File: src/rtl/pico_arb_defs.sv
`default_nettype none
// ---------------------------------------------------------------------------
// pico_arb_defs : state encodings and defaults shared by the arbiter files
// Rev 1.0
// ---------------------------------------------------------------------------
package pico_arb_defs;

  localparam int          MAX_REQ               = 4;
  localparam logic [31:0] DEFAULT_TIMEOUT_RDATA = 32'hDEAD_BEEF;

  typedef enum logic [1:0] {
    ST_IDLE  = 2'd0,
    ST_BUSY  = 2'd1,
    ST_DRAIN = 2'd2
  } arb_state_t;

  // (base + offset) mod num, for base < num and offset <= num
  function automatic int rr_index(input int base, input int offset, input int num);
    int idx;
    idx = base + offset;
    if (idx >= num) idx = idx - num;
    return idx;
  endfunction

endpackage
`default_nettype wire

File: src/rtl/pico_mem_arbiter_if.sv
`default_nettype none
// ---------------------------------------------------------------------------
// pico_mem_arbiter_if : requester-side and downstream native memory bus
// Rev 1.0
// ---------------------------------------------------------------------------
interface pico_mem_arbiter_if #(
  parameter int NUM_REQ = 2
);
  logic [NUM_REQ-1:0]   s_valid;
  logic [NUM_REQ-1:0]   s_instr;
  logic [32*NUM_REQ-1:0] s_addr;
  logic [32*NUM_REQ-1:0] s_wdata;
  logic [4*NUM_REQ-1:0] s_wstrb;
  logic [NUM_REQ-1:0]   s_ready;
  logic [31:0]          s_rdata;
  logic                 m_valid;
  logic                 m_instr;
  logic [31:0]          m_addr;
  logic [31:0]          m_wdata;
  logic [3:0]           m_wstrb;
  logic                 m_ready;
  logic [31:0]          m_rdata;

  // slave is the arbiter itself; master is everything around it
  modport slave (
    input  s_valid, s_instr, s_addr, s_wdata, s_wstrb, m_ready, m_rdata,
    output s_ready, s_rdata, m_valid, m_instr, m_addr, m_wdata, m_wstrb
  );

  modport master (
    output s_valid, s_instr, s_addr, s_wdata, s_wstrb, m_ready, m_rdata,
    input  s_ready, s_rdata, m_valid, m_instr, m_addr, m_wdata, m_wstrb
  );
endinterface
`default_nettype wire

File: src/rtl/pico_rr_pick.sv
`default_nettype none
// ---------------------------------------------------------------------------
// pico_rr_pick : first set request bit searching upward from last grant + 1
// Rev 1.0
// ---------------------------------------------------------------------------
module pico_rr_pick
  import pico_arb_defs::*;
#(
  parameter int NUM_REQ = 2
) (
  input  wire  [NUM_REQ-1:0] req,
  input  wire  [1:0]         last,
  output logic [1:0]         next,
  output logic               any_req
);

  // Walk offsets from farthest to nearest so the nearest hit is written last
  always_comb begin
    next    = last;
    any_req = |req;
    for (int off = NUM_REQ; off >= 1; off--) begin
      if (req[rr_index(int'(last), off, NUM_REQ)]) begin
        next = 2'(rr_index(int'(last), off, NUM_REQ));
      end
    end
  end

endmodule
`default_nettype wire

File: src/rtl/pico_mem_arbiter.sv
`default_nettype none
// ---------------------------------------------------------------------------
// pico_mem_arbiter : round-robin share of one PicoRV32 native port, with watchdog
// Rev 1.0
// ---------------------------------------------------------------------------
module pico_mem_arbiter
  import pico_arb_defs::*;
#(
  parameter int          NUM_REQ        = 2,
  parameter int          TIMEOUT_CYCLES = 1024,
  parameter logic [31:0] TIMEOUT_RDATA  = DEFAULT_TIMEOUT_RDATA
) (
  input  wire               HCLK,
  input  wire               HRESET,
  pico_mem_arbiter_if.slave bus,
  output logic [1:0]        grant_id,
  output logic              busy,
  output logic              timeout_pulse
);

  localparam int                 c_cnt_w     = (TIMEOUT_CYCLES > 1) ? $clog2(TIMEOUT_CYCLES) : 1;
  localparam logic               c_wd_en     = (TIMEOUT_CYCLES != 0);
  localparam logic [c_cnt_w-1:0] c_cnt_last  = c_cnt_w'(TIMEOUT_CYCLES - 1);
  localparam logic [c_cnt_w-1:0] c_cnt_one   = c_cnt_w'(1);
  localparam logic [1:0]         c_grant_rst = 2'(NUM_REQ - 1);

  arb_state_t         state_q, state_d;
  logic [1:0]         grant_q, grant_d;
  logic [c_cnt_w-1:0] cnt_q, cnt_d;
  logic               m_valid_q, m_valid_d;
  logic               m_instr_q, m_instr_d;
  logic [31:0]        m_addr_q, m_addr_d;
  logic [31:0]        m_wdata_q, m_wdata_d;
  logic [3:0]         m_wstrb_q, m_wstrb_d;

  logic [31:0]        w_addr  [NUM_REQ];
  logic [31:0]        w_wdata [NUM_REQ];
  logic [3:0]         w_wstrb [NUM_REQ];
  logic [1:0]         w_pick;
  logic               w_any_req;
  logic               w_timeout_hit;
  logic               w_fire;
  logic [NUM_REQ-1:0] w_ready;

  generate
    for (genvar g = 0; g < NUM_REQ; g++) begin : g_req
      assign w_addr[g]  = bus.s_addr[32*g +: 32];
      assign w_wdata[g] = bus.s_wdata[32*g +: 32];
      assign w_wstrb[g] = bus.s_wstrb[4*g +: 4];
    end
  endgenerate

  pico_rr_pick #(
    .NUM_REQ (NUM_REQ)
  ) u_rr_pick (
    .req     (bus.s_valid),
    .last    (grant_q),
    .next    (w_pick),
    .any_req (w_any_req)
  );

  // A real completion in the final watchdog cycle takes precedence over the timeout
  assign w_timeout_hit = c_wd_en & (state_q == ST_BUSY) & (cnt_q == c_cnt_last) & ~bus.m_ready;
  assign w_fire        = (state_q == ST_BUSY) & (bus.m_ready | w_timeout_hit);

  always_comb begin
    w_ready = '0;
    if (w_fire) w_ready[grant_q] = 1'b1;
  end

  always_comb begin
    state_d   = state_q;
    grant_d   = grant_q;
    cnt_d     = cnt_q;
    m_valid_d = m_valid_q;
    m_instr_d = m_instr_q;
    m_addr_d  = m_addr_q;
    m_wdata_d = m_wdata_q;
    m_wstrb_d = m_wstrb_q;
    unique case (state_q)
      ST_IDLE: begin
        if (w_any_req) begin
          grant_d   = w_pick;
          m_valid_d = 1'b1;
          m_instr_d = bus.s_instr[w_pick];
          m_addr_d  = w_addr[w_pick];
          m_wdata_d = w_wdata[w_pick];
          m_wstrb_d = w_wstrb[w_pick];
          cnt_d     = '0;
          state_d   = ST_BUSY;
        end
      end
      ST_BUSY: begin
        cnt_d = cnt_q + c_cnt_one;
        if (bus.m_ready) begin
          m_valid_d = 1'b0;
          state_d   = ST_IDLE;
        end else if (w_timeout_hit) begin
          state_d = ST_DRAIN;
        end
      end
      ST_DRAIN: begin
        // The downstream beat still completes; its data has no consumer
        if (bus.m_ready) begin
          m_valid_d = 1'b0;
          state_d   = ST_IDLE;
        end
      end
      default: state_d = ST_IDLE;
    endcase
  end

  always_ff @(posedge HCLK) begin
    if (HRESET) begin
      state_q   <= ST_IDLE;
      grant_q   <= c_grant_rst;
      cnt_q     <= '0;
      m_valid_q <= 1'b0;
      m_instr_q <= 1'b0;
      m_addr_q  <= '0;
      m_wdata_q <= '0;
      m_wstrb_q <= '0;
    end else begin
      state_q   <= state_d;
      grant_q   <= grant_d;
      cnt_q     <= cnt_d;
      m_valid_q <= m_valid_d;
      m_instr_q <= m_instr_d;
      m_addr_q  <= m_addr_d;
      m_wdata_q <= m_wdata_d;
      m_wstrb_q <= m_wstrb_d;
    end
  end

  assign bus.s_ready   = w_ready;
  assign bus.s_rdata   = bus.m_ready ? bus.m_rdata : TIMEOUT_RDATA;
  assign bus.m_valid   = m_valid_q;
  assign bus.m_instr   = m_instr_q;
  assign bus.m_addr    = m_addr_q;
  assign bus.m_wdata   = m_wdata_q;
  assign bus.m_wstrb   = m_wstrb_q;
  assign grant_id      = grant_q;
  assign busy          = (state_q != ST_IDLE);
  assign timeout_pulse = w_timeout_hit;

endmodule
`default_nettype wire

File: src/flat_wrapper.sv
// flat-port wrapper written by rule: the top's interface ports become plain ports
module pico_mem_arbiter_flat import pico_arb_defs::*;
#(
  parameter int          NUM_REQ        = 2,
  parameter int          TIMEOUT_CYCLES = 1024,
  parameter logic [31:0] TIMEOUT_RDATA  = DEFAULT_TIMEOUT_RDATA
)
  (HCLK, HRESET, grant_id, busy, timeout_pulse, bus_s_valid, bus_s_instr, bus_s_addr, bus_s_wdata, bus_s_wstrb, bus_m_ready, bus_m_rdata, bus_s_ready, bus_s_rdata, bus_m_valid, bus_m_instr, bus_m_addr, bus_m_wdata, bus_m_wstrb);
  pico_mem_arbiter_if #(.NUM_REQ(NUM_REQ)) bus_i ();
  input  wire HCLK;
  input  wire HRESET;
  output logic [1:0] grant_id;
  output logic busy;
  output logic timeout_pulse;
  input wire logic [$bits(bus_i.s_valid)-1:0] bus_s_valid;
  input wire logic [$bits(bus_i.s_instr)-1:0] bus_s_instr;
  input wire logic [$bits(bus_i.s_addr)-1:0] bus_s_addr;
  input wire logic [$bits(bus_i.s_wdata)-1:0] bus_s_wdata;
  input wire logic [$bits(bus_i.s_wstrb)-1:0] bus_s_wstrb;
  input wire logic [$bits(bus_i.m_ready)-1:0] bus_m_ready;
  input wire logic [$bits(bus_i.m_rdata)-1:0] bus_m_rdata;
  output wire logic [$bits(bus_i.s_ready)-1:0] bus_s_ready;
  output wire logic [$bits(bus_i.s_rdata)-1:0] bus_s_rdata;
  output wire logic [$bits(bus_i.m_valid)-1:0] bus_m_valid;
  output wire logic [$bits(bus_i.m_instr)-1:0] bus_m_instr;
  output wire logic [$bits(bus_i.m_addr)-1:0] bus_m_addr;
  output wire logic [$bits(bus_i.m_wdata)-1:0] bus_m_wdata;
  output wire logic [$bits(bus_i.m_wstrb)-1:0] bus_m_wstrb;
  assign bus_i.s_valid = bus_s_valid;
  assign bus_i.s_instr = bus_s_instr;
  assign bus_i.s_addr = bus_s_addr;
  assign bus_i.s_wdata = bus_s_wdata;
  assign bus_i.s_wstrb = bus_s_wstrb;
  assign bus_i.m_ready = bus_m_ready;
  assign bus_i.m_rdata = bus_m_rdata;
  assign bus_s_ready = bus_i.s_ready;
  assign bus_s_rdata = bus_i.s_rdata;
  assign bus_m_valid = bus_i.m_valid;
  assign bus_m_instr = bus_i.m_instr;
  assign bus_m_addr = bus_i.m_addr;
  assign bus_m_wdata = bus_i.m_wdata;
  assign bus_m_wstrb = bus_i.m_wstrb;
  pico_mem_arbiter #(.NUM_REQ(NUM_REQ), .TIMEOUT_CYCLES(TIMEOUT_CYCLES), .TIMEOUT_RDATA(TIMEOUT_RDATA)) u_core (.HCLK(HCLK), .HRESET(HRESET), .bus(bus_i), .grant_id(grant_id), .busy(busy), .timeout_pulse(timeout_pulse));
endmodule
File: config.mk
export PLATFORM = sky130hd
export DESIGN_NAME = pico_mem_arbiter_flat
export DESIGN_NICKNAME = d
export VERILOG_FILES = /design/src/rtl/pico_arb_defs.sv /design/src/rtl/pico_mem_arbiter_if.sv /design/src/rtl/pico_rr_pick.sv /design/src/rtl/pico_mem_arbiter.sv /design/src/flat_wrapper.sv
export SDC_FILE = /design/constraint.sdc
export NUM_CORES = 1
export LEC_CHECK = 0
export ABC_AREA = 1
export ABC_CLOCK_PERIOD_IN_PS = 1990
export BUFFER_PORTS_ARGS = -buffer_cell sky130_fd_sc_hd__buf_2
export CAP_MARGIN = 10
export CORE_AREA = 2 2 109 111
export CTS_BUF_LIST = sky130_fd_sc_hd__clkbuf_4
export CTS_CLUSTER_DIAMETER = 100
export DETAILED_ROUTE_END_ITERATION = 12
export DIE_AREA = 0 0 111 113
export GPL_TIMING_DRIVEN = 0
export PLACE_DENSITY_LB_ADDON = 0.25
export SLEW_MARGIN = 0
export SYNTH_ARGS = -nofsm -noshare
export SYNTH_HDL_FRONTEND = slang
export SYNTH_SLANG_ARGS = --single-unit
File: constraint.sdc
create_clock -name HCLK -period 1.99 [get_ports HCLK]
set_input_delay 0.398 -clock HCLK [delete_from_list [all_inputs] [get_ports HCLK]]
set_output_delay 0.398 -clock HCLK [all_outputs]
set_load 0.01 [all_outputs]
# [Word-level counts from Yosys, hierarchy flattened]
# Cells that the tools add are included.
[totals] regBits=84 input_bits=175 output_inout_bits=108 word_cells=80
[classes] add_sub_neg=5 n_lt_le_gt_ge=8 n_eq_ne=7 mux=35 bitwise_logic=6 n_reduce_logical=11
[ops] op="2-to-1 mux 32 bit" count=9
[ops] op="less-than comparator 32 x 3 -> 1 bit, second input constant" count=2
[ops] op="case mux 10 bit (2 select lines)" count=1
[ops] op="2-to-1 mux 2 bit" count=7
[ops] op="2-to-1 mux 4 bit" count=3
[ops] op="2-to-1 mux 1 bit" count=11
[ops] op="adder 10 x 1 -> 10 bit, second input constant" count=1
[ops] op="== test 10 bit, second input constant" count=1
[ops] op="2-to-1 mux 10 bit" count=1
[ops] op="greater-or-equal comparator 3 x 2 -> 1 bit, second input constant" count=3
[ops] op="subtractor 3 x 2 -> 4 bit, second input constant" count=2
[ops] op="case mux 2 bit (3 select lines)" count=1
[ops] op="AND reduction 3 bit" count=2
[ops] op="nonzero test 2 bit" count=3
[ops] op="less-than comparator 2 bit, second input constant" count=2
[ops] op="!= test 2 bit, second input constant" count=2
[ops] op="AND reduction 2 bit" count=2
[ops] op="OR reduction 2 bit" count=2
[ops] op="adder 2 x 1 -> 3 bit, second input constant" count=1
[ops] op="adder 2 x 2 -> 3 bit, second input constant" count=1
[ops] op="bitwise AND 1 bit" count=3
[ops] op="!= test 3 x 2 -> 1 bit, second input constant" count=1
[ops] op="NOT 2 -> 3 bit" count=1
[ops] op="== test 2 x 1 -> 1 bit, second input constant" count=1
[ops] op="9 further kinds" count=9

# [Longest topological paths before layout]
# Gate-level depths: netlist of run 1.
[logic_depth] ltp_word=12 ltp_mapped=10 depth_no_buf=10

# [Modules after synthesis]
# From an unflattened synthesis of run 1, not the netlist that was laid out.
[hier_totals] hier_cells=626 hier_area_um2=4361.7
[modules_own_cells] module="pico_mem_arbiter" instances=1 cells_each=618 area_each_um2=4327.9 seq_area_each_um2=1681.6
[modules_own_cells] module="pico_rr_pick" instances=1 cells_each=8 area_each_um2=33.8 seq_area_each_um2=0.0

# [Worst setup path after synthesis of run 1]
# No wires, ideal clock.
[synth_path] path_type="register -> output" from="register u_core.state_q[1]" to="output port bus_s_ready[0]" arrival_ps=1162 t_required_ps=1592 slack_ps=430 stages_incl_launch_ff=9 n_path_buf=0 path_cell_list="dfxtp_1 > inv_1 > ha_1 > nand2_1 > nor2_1 > nand3_1 > nand2_1 > nand2_1 > nor2_1"
[synth_between] elab_chain_cells=6
[synth_lines] item="start, declared" line="pico_mem_arbiter.sv:27" rtl="arb_state_t state_q, state_d;"
[synth_lines] item="start signal, assigned" line="pico_mem_arbiter.sv:124" rtl="state_q <= state_d;"
[synth_lines] item="== test 2 x 1 -> 1 bit (*)" line="pico_mem_arbiter.sv:63, pico_mem_arbiter.sv:64"
[synth_lines] item="bitwise AND 1 bit (2 in series)" line="pico_mem_arbiter.sv:63" rtl="assign w_timeout_hit = c_wd_en & (state_q == ST_BUSY) & (cnt_q == c_cnt_last) & ~bus.m_ready;"
[synth_lines] item="OR 1 bit" line="pico_mem_arbiter.sv:64" rtl="assign w_fire = (state_q == ST_BUSY) & (bus.m_ready | w_timeout_hit);"
[synth_lines] item="bitwise AND 1 bit (*)" line="pico_mem_arbiter.sv:64"
[synth_lines] item="2-to-1 mux 2 bit (*)" line="pico_mem_arbiter.sv:68" rtl="if (w_fire) w_ready[grant_q] = 1'b1;"
[synth_lines] item="end, declared" line="flat_wrapper.sv:22" rtl="output wire logic [$bits(bus_i.s_ready)-1:0] bus_s_ready;"
# Mark *: on every way between the ends. The rest lies on a longest branch, timed or not.

# [Worst setup path after layout of run 1]
# Ends and elaborated chain as after synthesis.

==> metrics.md, run 1 <==
| Metric | Value |
|---|---|
| Clock buffer depth | 2 |
| Vias in the first global route | 4,794 |
| P_leak | 0.00354 uW |
| Reg2Reg Depth | 9 |
| Register area | 0.00169 sq mm |
| Clock net sink count | 84 |
| # fillers | 1,189 |
| Initial core utilization | 0.377 |
| Final wirelength | 14,200 um |
| Wire per inst | 13.2 um |
| Post-route DRC violation count | 0 |
| Mean area per synthesized cell | 6.77 sq um |
| Peak fanout along the critical path | 6 |
| I/O pin cnt | 283 |
| Gr usage total | 0.225 |
| Layout cells sized above 1 | 0.397 |
| Die H | 113 um |
| Detailed placement HPWL | 11,100 um |
| Area share of the largest cell type after synthesis | 0.396 |
| Row cnt | 39 |
| YS warnings | 0 |
| Outcome | complete, but fails checks |
| Peak VDD IR | 0.441 mV |
| Fin. Hold Viols | 0 |
| Flop2flop setup slack | 140 ps |
| Synth Cell Area | 0.00425 sq mm |
| Clock Skew | 14.1 ps |
| Largest net degree at the start of global routing | 14 |
| Failing checks | negative setup slack |
| Fin util | 0.541 |
| Placed cell area | 0.00584 sq mm |
| Slew of the pin with the lowest slew margin | 507 ps |
| Max Fclk | 0.496 GHz |
| Core area | 0.0113 sq mm |
| Fin crit period | 2020 ps |
| Initial antenna violation count | 1 |
| Total congestion overflow | 0 |
| Nets@finish | 1,106 |
| Mapped Cells | 628 |
| Most common cell in the netlist | nand2_1 |
| Later-pin clock latency in the skew report | 420 ps |
| Worst Hold Class | input port to register |
| Worst Hold Path EP | u_core.bus.m_valid |
| Pwr Total | 5650 uW |
| Final Slew Violations | 0 |
| Post-synth top cells | 182 x nand2_1, 96 x inv_1, 84 x dfxtp_1 |
| Die area | 0.0125 sq mm |
| Num CTS Buffers | 9 |
| RSZ-0062 raised after global routing | yes |
| Final ANT Viol Nets | 0 |
| CTS tree | yes |
| Final worst-path cycle share | 1.01 |
| Min-delay src | HRESET |
| Input/output buffers | 282 |
| # H-tree levels | 3 |
| PwrDens | 926 mW/mm^2 |
| Multi-input logic area | 0.00207 sq mm |
| Worst Setup End Kind | primary output |
| Final worst-path setup slack | -25.5 ps |
| Starting DRT DRC Count | 210 |
| #FFs+latches synth | 84 |
| Crit path kind | register to primary output |
| 1st-pass router iterations | 4 |
| Area grow syn2layout | 43.5% |
| Synth area leader | dfxtp_1 |
| Gpl congestion | 0.836 |
| Synth top area cells | dfxtp_1 40%, nand2_1 16%, o211ai_1 12%, nand3_1 9.2%, inv_1 8.5% |
| Seq/Total Area, Yosys | 0.396 |
| Overall die width | 111 um |
| Worst hold stages | 2 |
| Setup violators final | 1 |
| Critical path required time | 1590 ps |
| CTS Hold Bufs | 0 |
| Yosys cell types | 18 |
| Ys flop type | dfxtp_1 |
| Global-route wire length before repair | 22,900 um |
| Worst r2r src | u_core.state_q[1] |
| Clock root buffer | clkbuf_4 |
| Max-cap violations | 0 |
| Critical path arrival | 1620 ps |
| Finished Cell Area | 0.00610 sq mm |
| Critical Path Source Type | register |
| EDFF count, synth | 0 |
| Vias/cell | 4.64 |
| Worst slew margin | 0.662 |
| Critical R2R Capture | u_core.bus.m_wdata[28] |
| Worst-path clk slew | 130 ps |
| Syn_nets | 808 |
| Ys async rst share | 0 |
| Via count | 4,981 |
[per-stage QoR]
stage	instances	TNS, ps	hold slack, ps	worst slack (ps)
floorplan	628	0	434	430
global placement	1053	0	452	84.7
detailed placement	1053	0	449	79.6
CTS	1073	-242	186	-122
global route	1073	-299	195	-115
finish	1074	-25.5	229	-25.5
[logic make-up (layout without fill, tap and decap cells)]
kind of cell    count (synthesis)  after routing  share of synthesized area
compound gates                 88             88                      0.146
fa+ha+maj                       5              5                     0.0147
buf+inv                       140            442                      0.131
flops                          84             84                      0.396
other cells                     0              1                          0
simple gates                  311            311                      0.313
[worst max-delay path by stage]
stage,startpoint,endpoint,depth (start not counted)
floorplan,u_core.state_q[1],bus_s_ready[0],8
global placement,u_core.state_q[1],bus_s_ready[0],9
detailed placement,u_core.state_q[0],u_core.bus.m_addr[22],9
CTS,u_core.state_q[1],bus_s_ready[0],9
global route,u_core.state_q[1],bus_s_ready[0],8
finish,u_core.state_q[1],bus_s_ready[0],8
[placed cells by master, fill, tap and decap left out, types with 2 or more instances in the layout]
| master | instances |
|---|---|
| clkinv_1 | 2 |
| nor2_2 | 4 |
| o21ai_0 | 5 |
| dfxtp_1 | 78 |
| buf_2 | 298 |
| nand4_1 | 2 |
| or2_2 | 24 |
| o21ai_1 | 2 |
| ha_4 | 2 |
| nand2_2 | 2 |
| clkbuf_1 | 18 |
| inv_1 | 95 |
| inv_2 | 6 |
| nor2_1 | 20 |
| dfxtp_2 | 6 |
| a21oi_1 | 10 |
| nand3_1 | 77 |
| clkbuf_4 | 11 |
| nand2_1 | 180 |
| ha_1 | 2 |
| o211ai_1 | 69 |
| bufinv_16 | 2 |
| buf_4 | 7 |
[layout make-up]
class | instances | share of cell area
multi-input cells | 404 | 0.339
flip-flops and latches | 84 | 0.277
repair buffers | 287 | 0.238
inverters | 101 | 0.0622
plain buffers | 39 | 0.0300
well taps | 143 | 0.0294
clock inverters | 6 | 0.0131
clock buffers | 9 | 0.0111
diodes | 1 | 0.000411
[layer usage]
layer	GRT usage	wire, um	up-vias
met5	0	0	-
met4	0.0800	252	0
met3	0.0595	1260	14
met2	0.397	6980	210
met1	0.265	5710	2152
li1	-	-	2605
[flip-flops by register name (all words and copies together), names as in the netlist]
name                cells
u_core.bus.m_instr      1
u_core.grant_id         2
u_core.bus.m_wdata     32
u_core.bus.m_valid      1
u_core.bus.m_wstrb      4
u_core.bus.m_addr      32
u_core.state_q          2
u_core.cnt_q           10
[timing repair]
action,4_1_cts,5_1_grt
buffers inserted,5,0
pin swaps,7,4
gates cloned,0,0
gates resized for setup,12,13
endpoints found under the setup margin,3,54
[critical path, stage by stage (launching register included)]
cell and delay [ps]:
dfxtp_2 350, inv_2 70, ha_4 140, buf_4 140
inv_1 80, nor2_2 100, nand2_2 70, nor2_2 90
buf_2 150
[report_power, final]
group	total (uW)	leakage, uW	internal (uW)	switching (uW)
registers	2230	0.000698	2040	190
logic	2350	0.00277	932	1420
clock network	1070	0.0000769	493	572
Note: power is estimated with default switching activity, not from simulation.
==> run 2: changes to the inputs <==
--- a/config.mk
+++ b/config.mk
@@ -16,6 +16,7 @@
 export DIE_AREA = 0 0 111 113
 export GPL_TIMING_DRIVEN = 0
 export PLACE_DENSITY_LB_ADDON = 0.25
+export RECOVER_POWER = 50
 export SLEW_MARGIN = 0
 export SYNTH_ARGS = -nofsm -noshare
 export SYNTH_HDL_FRONTEND = slang
==> run 2 against run 1 <==
The flow still finishes with violations (negative setup slack). Wire length rose by 0.22%. First-iteration DRC count rose by 3.3%. Register-to-register slack got worse by 70 ps. Global-route usage did not move. Critical path depth did not move. Critical path type unchanged. Largest cell class unchanged. Largest power group unchanged. Highest routed layer unchanged.
==> metrics.md, run 2 (synthesized netlist as in run 1, its figures left out) <==
| Metric | Value |
|---|---|
| Outcome | complete, but fails checks |
| Failing checks | negative setup slack |
| Clock Skew | 14.4 ps (+0.290 ps) |
| Non-filler instance count after layout | 1,074 (unchanged) |
| Delay of the slowest cell on the worst path | 350 ps (about the same) |
| Peak VDD IR | 0.439 mV (-0.50%) |
| Total congestion overflow | 0 (unchanged) |
| Initial antenna violation count | 1 (unchanged) |
| Worst-path clk slew | 130 ps (about the same) |
| Flop2flop setup slack | 70 ps (-70 ps) |
| Critical path required time | 1590 ps (about the same) |
| P_leak | 0.00325 uW (-8.3%) |
| I/O pin cnt | 283 (unchanged) |
| Die H | 113 um (unchanged) |
| Starting DRT DRC Count | 217 (+3.3%) |
| Critical Path Start | u_core.state_q[1] |
| Critical R2R Capture | u_core.bus.m_wdata[31] |
| Worst Hold Class | input port to register |
| Crit path kind | register to primary output |
| Setup TNS Final | -26.3 ps (-0.870 ps) |
| Num CTS Buffers | 9 (unchanged) |
| Final worst-path cycle share | 1.01 (about the same) |
| Min-delay src | HRESET |
| Input/output buffers | 282 (unchanged) |
| Worst slack, placed | 79.6 ps (unchanged) |
| Worst path depth | 8 (unchanged) |
| CP max stage cell | dfxtp_2 |
| RSZ-0062 raised after global routing | yes |
| Placed insts | 1,053 (unchanged) |
| PwrDens | 930 mW/mm^2 (+0.37%) |
| Nets@finish | 1,106 (unchanged) |
| Clock buffer depth | 2 (unchanged) |
| Slew of the pin with the lowest slew margin | 512 ps (+5.04 ps) |
| Gr usage total | 0.225 (unchanged) |
| Detailed placement HPWL | 11,100 um (unchanged) |
| Fin. Hold Viols | 0 (unchanged) |
| Later-pin clock latency in the skew report | 420 ps (about the same) |
| CTS tree | yes |
| Initial core utilization | 0.377 (unchanged) |
| Critical path's top delay family | buffers and inverters |
| Hold WS | 229 ps (+0.359 ps) |
| Fin crit period | 2020 ps (+0.140 ps) |
| Via count | 4,973 (-0.16%) |
| # H-tree levels | 3 (unchanged) |
| Critical path arrival | 1620 ps (about the same) |
| Overall die width | 111 um (unchanged) |
| Vias in the first global route | 4,794 (unchanged) |
| Row cnt | 39 (unchanged) |
| Area grow syn2layout | 41.0% |
| Final wirelength | 14,200 um (+0.22%) |
| Peak fanout along the critical path | 6 (unchanged) |
| Wire per inst | 13.3 um (+0.22%) |
| Setup violators final | 2 (+1) |
| Post-route DRC violation count | 0 (unchanged) |
| Worst Setup EP | bus_s_ready[0] |
| Reg2Reg Depth | 10 (+1) |
| Worst slew margin | 0.659 (-0.00336) |
| Gpl congestion | 0.836 (unchanged) |
| Max Fclk | 0.496 GHz (about the same) |
| Largest net degree at the start of global routing | 14 (unchanged) |
| Critical Path Source Type | register |
| CP dominant cell by count | nor2_2 |
| Worst Setup End Kind | primary output |
| Worst Path Buf+Inv | 4 (unchanged) |
| 1st-pass router iterations | 4 (unchanged) |
| Final worst-path setup slack | -25.6 ps (-0.140 ps) |
| Crit-path cells | inv_2, ha_4, buf_4, inv_1, nor2_2, nand2_2, nor2_2, buf_2 |
| Vias/cell | 4.63 (-0.16%) |
| Core area | 0.0113 sq mm (unchanged) |
| Worst r2r src | u_core.state_q[1] |
| Clock net sink count | 84 (unchanged) |
| Max-cap violations | 0 (unchanged) |
| Final ANT Viol Nets | 0 (unchanged) |
| Global-route wire length before repair | 22,900 um (unchanged) |
| Final Slew Violations | 0 (unchanged) |
| Clock root buffer | clkbuf_4 |
| Die area | 0.0125 sq mm (unchanged) |
| Commonest non-fill, non-tap cells in the layout | 216 x buf_2, 180 x nand2_1, 100 x clkbuf_1, 95 x inv_1, 78 x dfxtp_1 |
| Layout cells sized above 1 | 0.308 (-0.0892) |
| Most common cell after layout, fill and taps aside | buf_2 |
run 2: what timing repair did:
action,4_1_cts,5_1_grt
pin swaps,7,4
setup buffers,5,0
endpoints found under the setup margin,3,54
gates resized for setup,12,13
hold buffers,0,0
run 2: per-stage QoR:
stage               total power [uW]  cell area, sq um   util
global placement                4560              5840  0.518
CTS                             5690              6060  0.537
floorplan                       3630              4250      -
global route                    6010              5990  0.531
detailed placement              4570              5840  0.518
finish                          5570              5990  0.531
run 2: power breakdown:
group / switching (uW) / internal [uW] / total, uW
sequential: 203 / 2040 / 2240
clock: 573 / 493 / 1070
combinational: 1420 / 838 / 2260
total: 2200 / 3370 / 5570
run 2: layout make-up:
cell class                      instances  area (sq um)
Fill cell                            1233          5280
Multi-Input combinational cell        404          2060
Sequential cell                        84          1690
Timing Repair Buffer                  287          1350
Inverter                              101           379
Buffer                                 39           183
Tap cell                              143           179
Clock inverter                          6          80.1
Clock buffer                            9          67.6
Antenna cell                            1          2.50
run 2: worst min path at each step:
stage,endpoint,cells past startpoint
final,u_core.cnt_q[1],2
after global routing,u_core.cnt_q[7],2
after CTS,u_core.cnt_q[7],2
after detailed placement,u_core.bus.m_valid,2
after global placement,u_core.cnt_q[4],2
after floorplan,u_core.cnt_q[4],2
run 2: per-layer routing:
layer | up-vias | global-route usage | part of all wire | routed length (um)
met4 | 0 | 0.0800 | 0.019 | 276
li1 | 2604 | - | - | -
met2 | 203 | 0.397 | 0.49 | 6970
met5 | - | 0 | 0 | 0
met1 | 2151 | 0.265 | 0.41 | 5830
met3 | 15 | 0.0595 | 0.081 | 1150
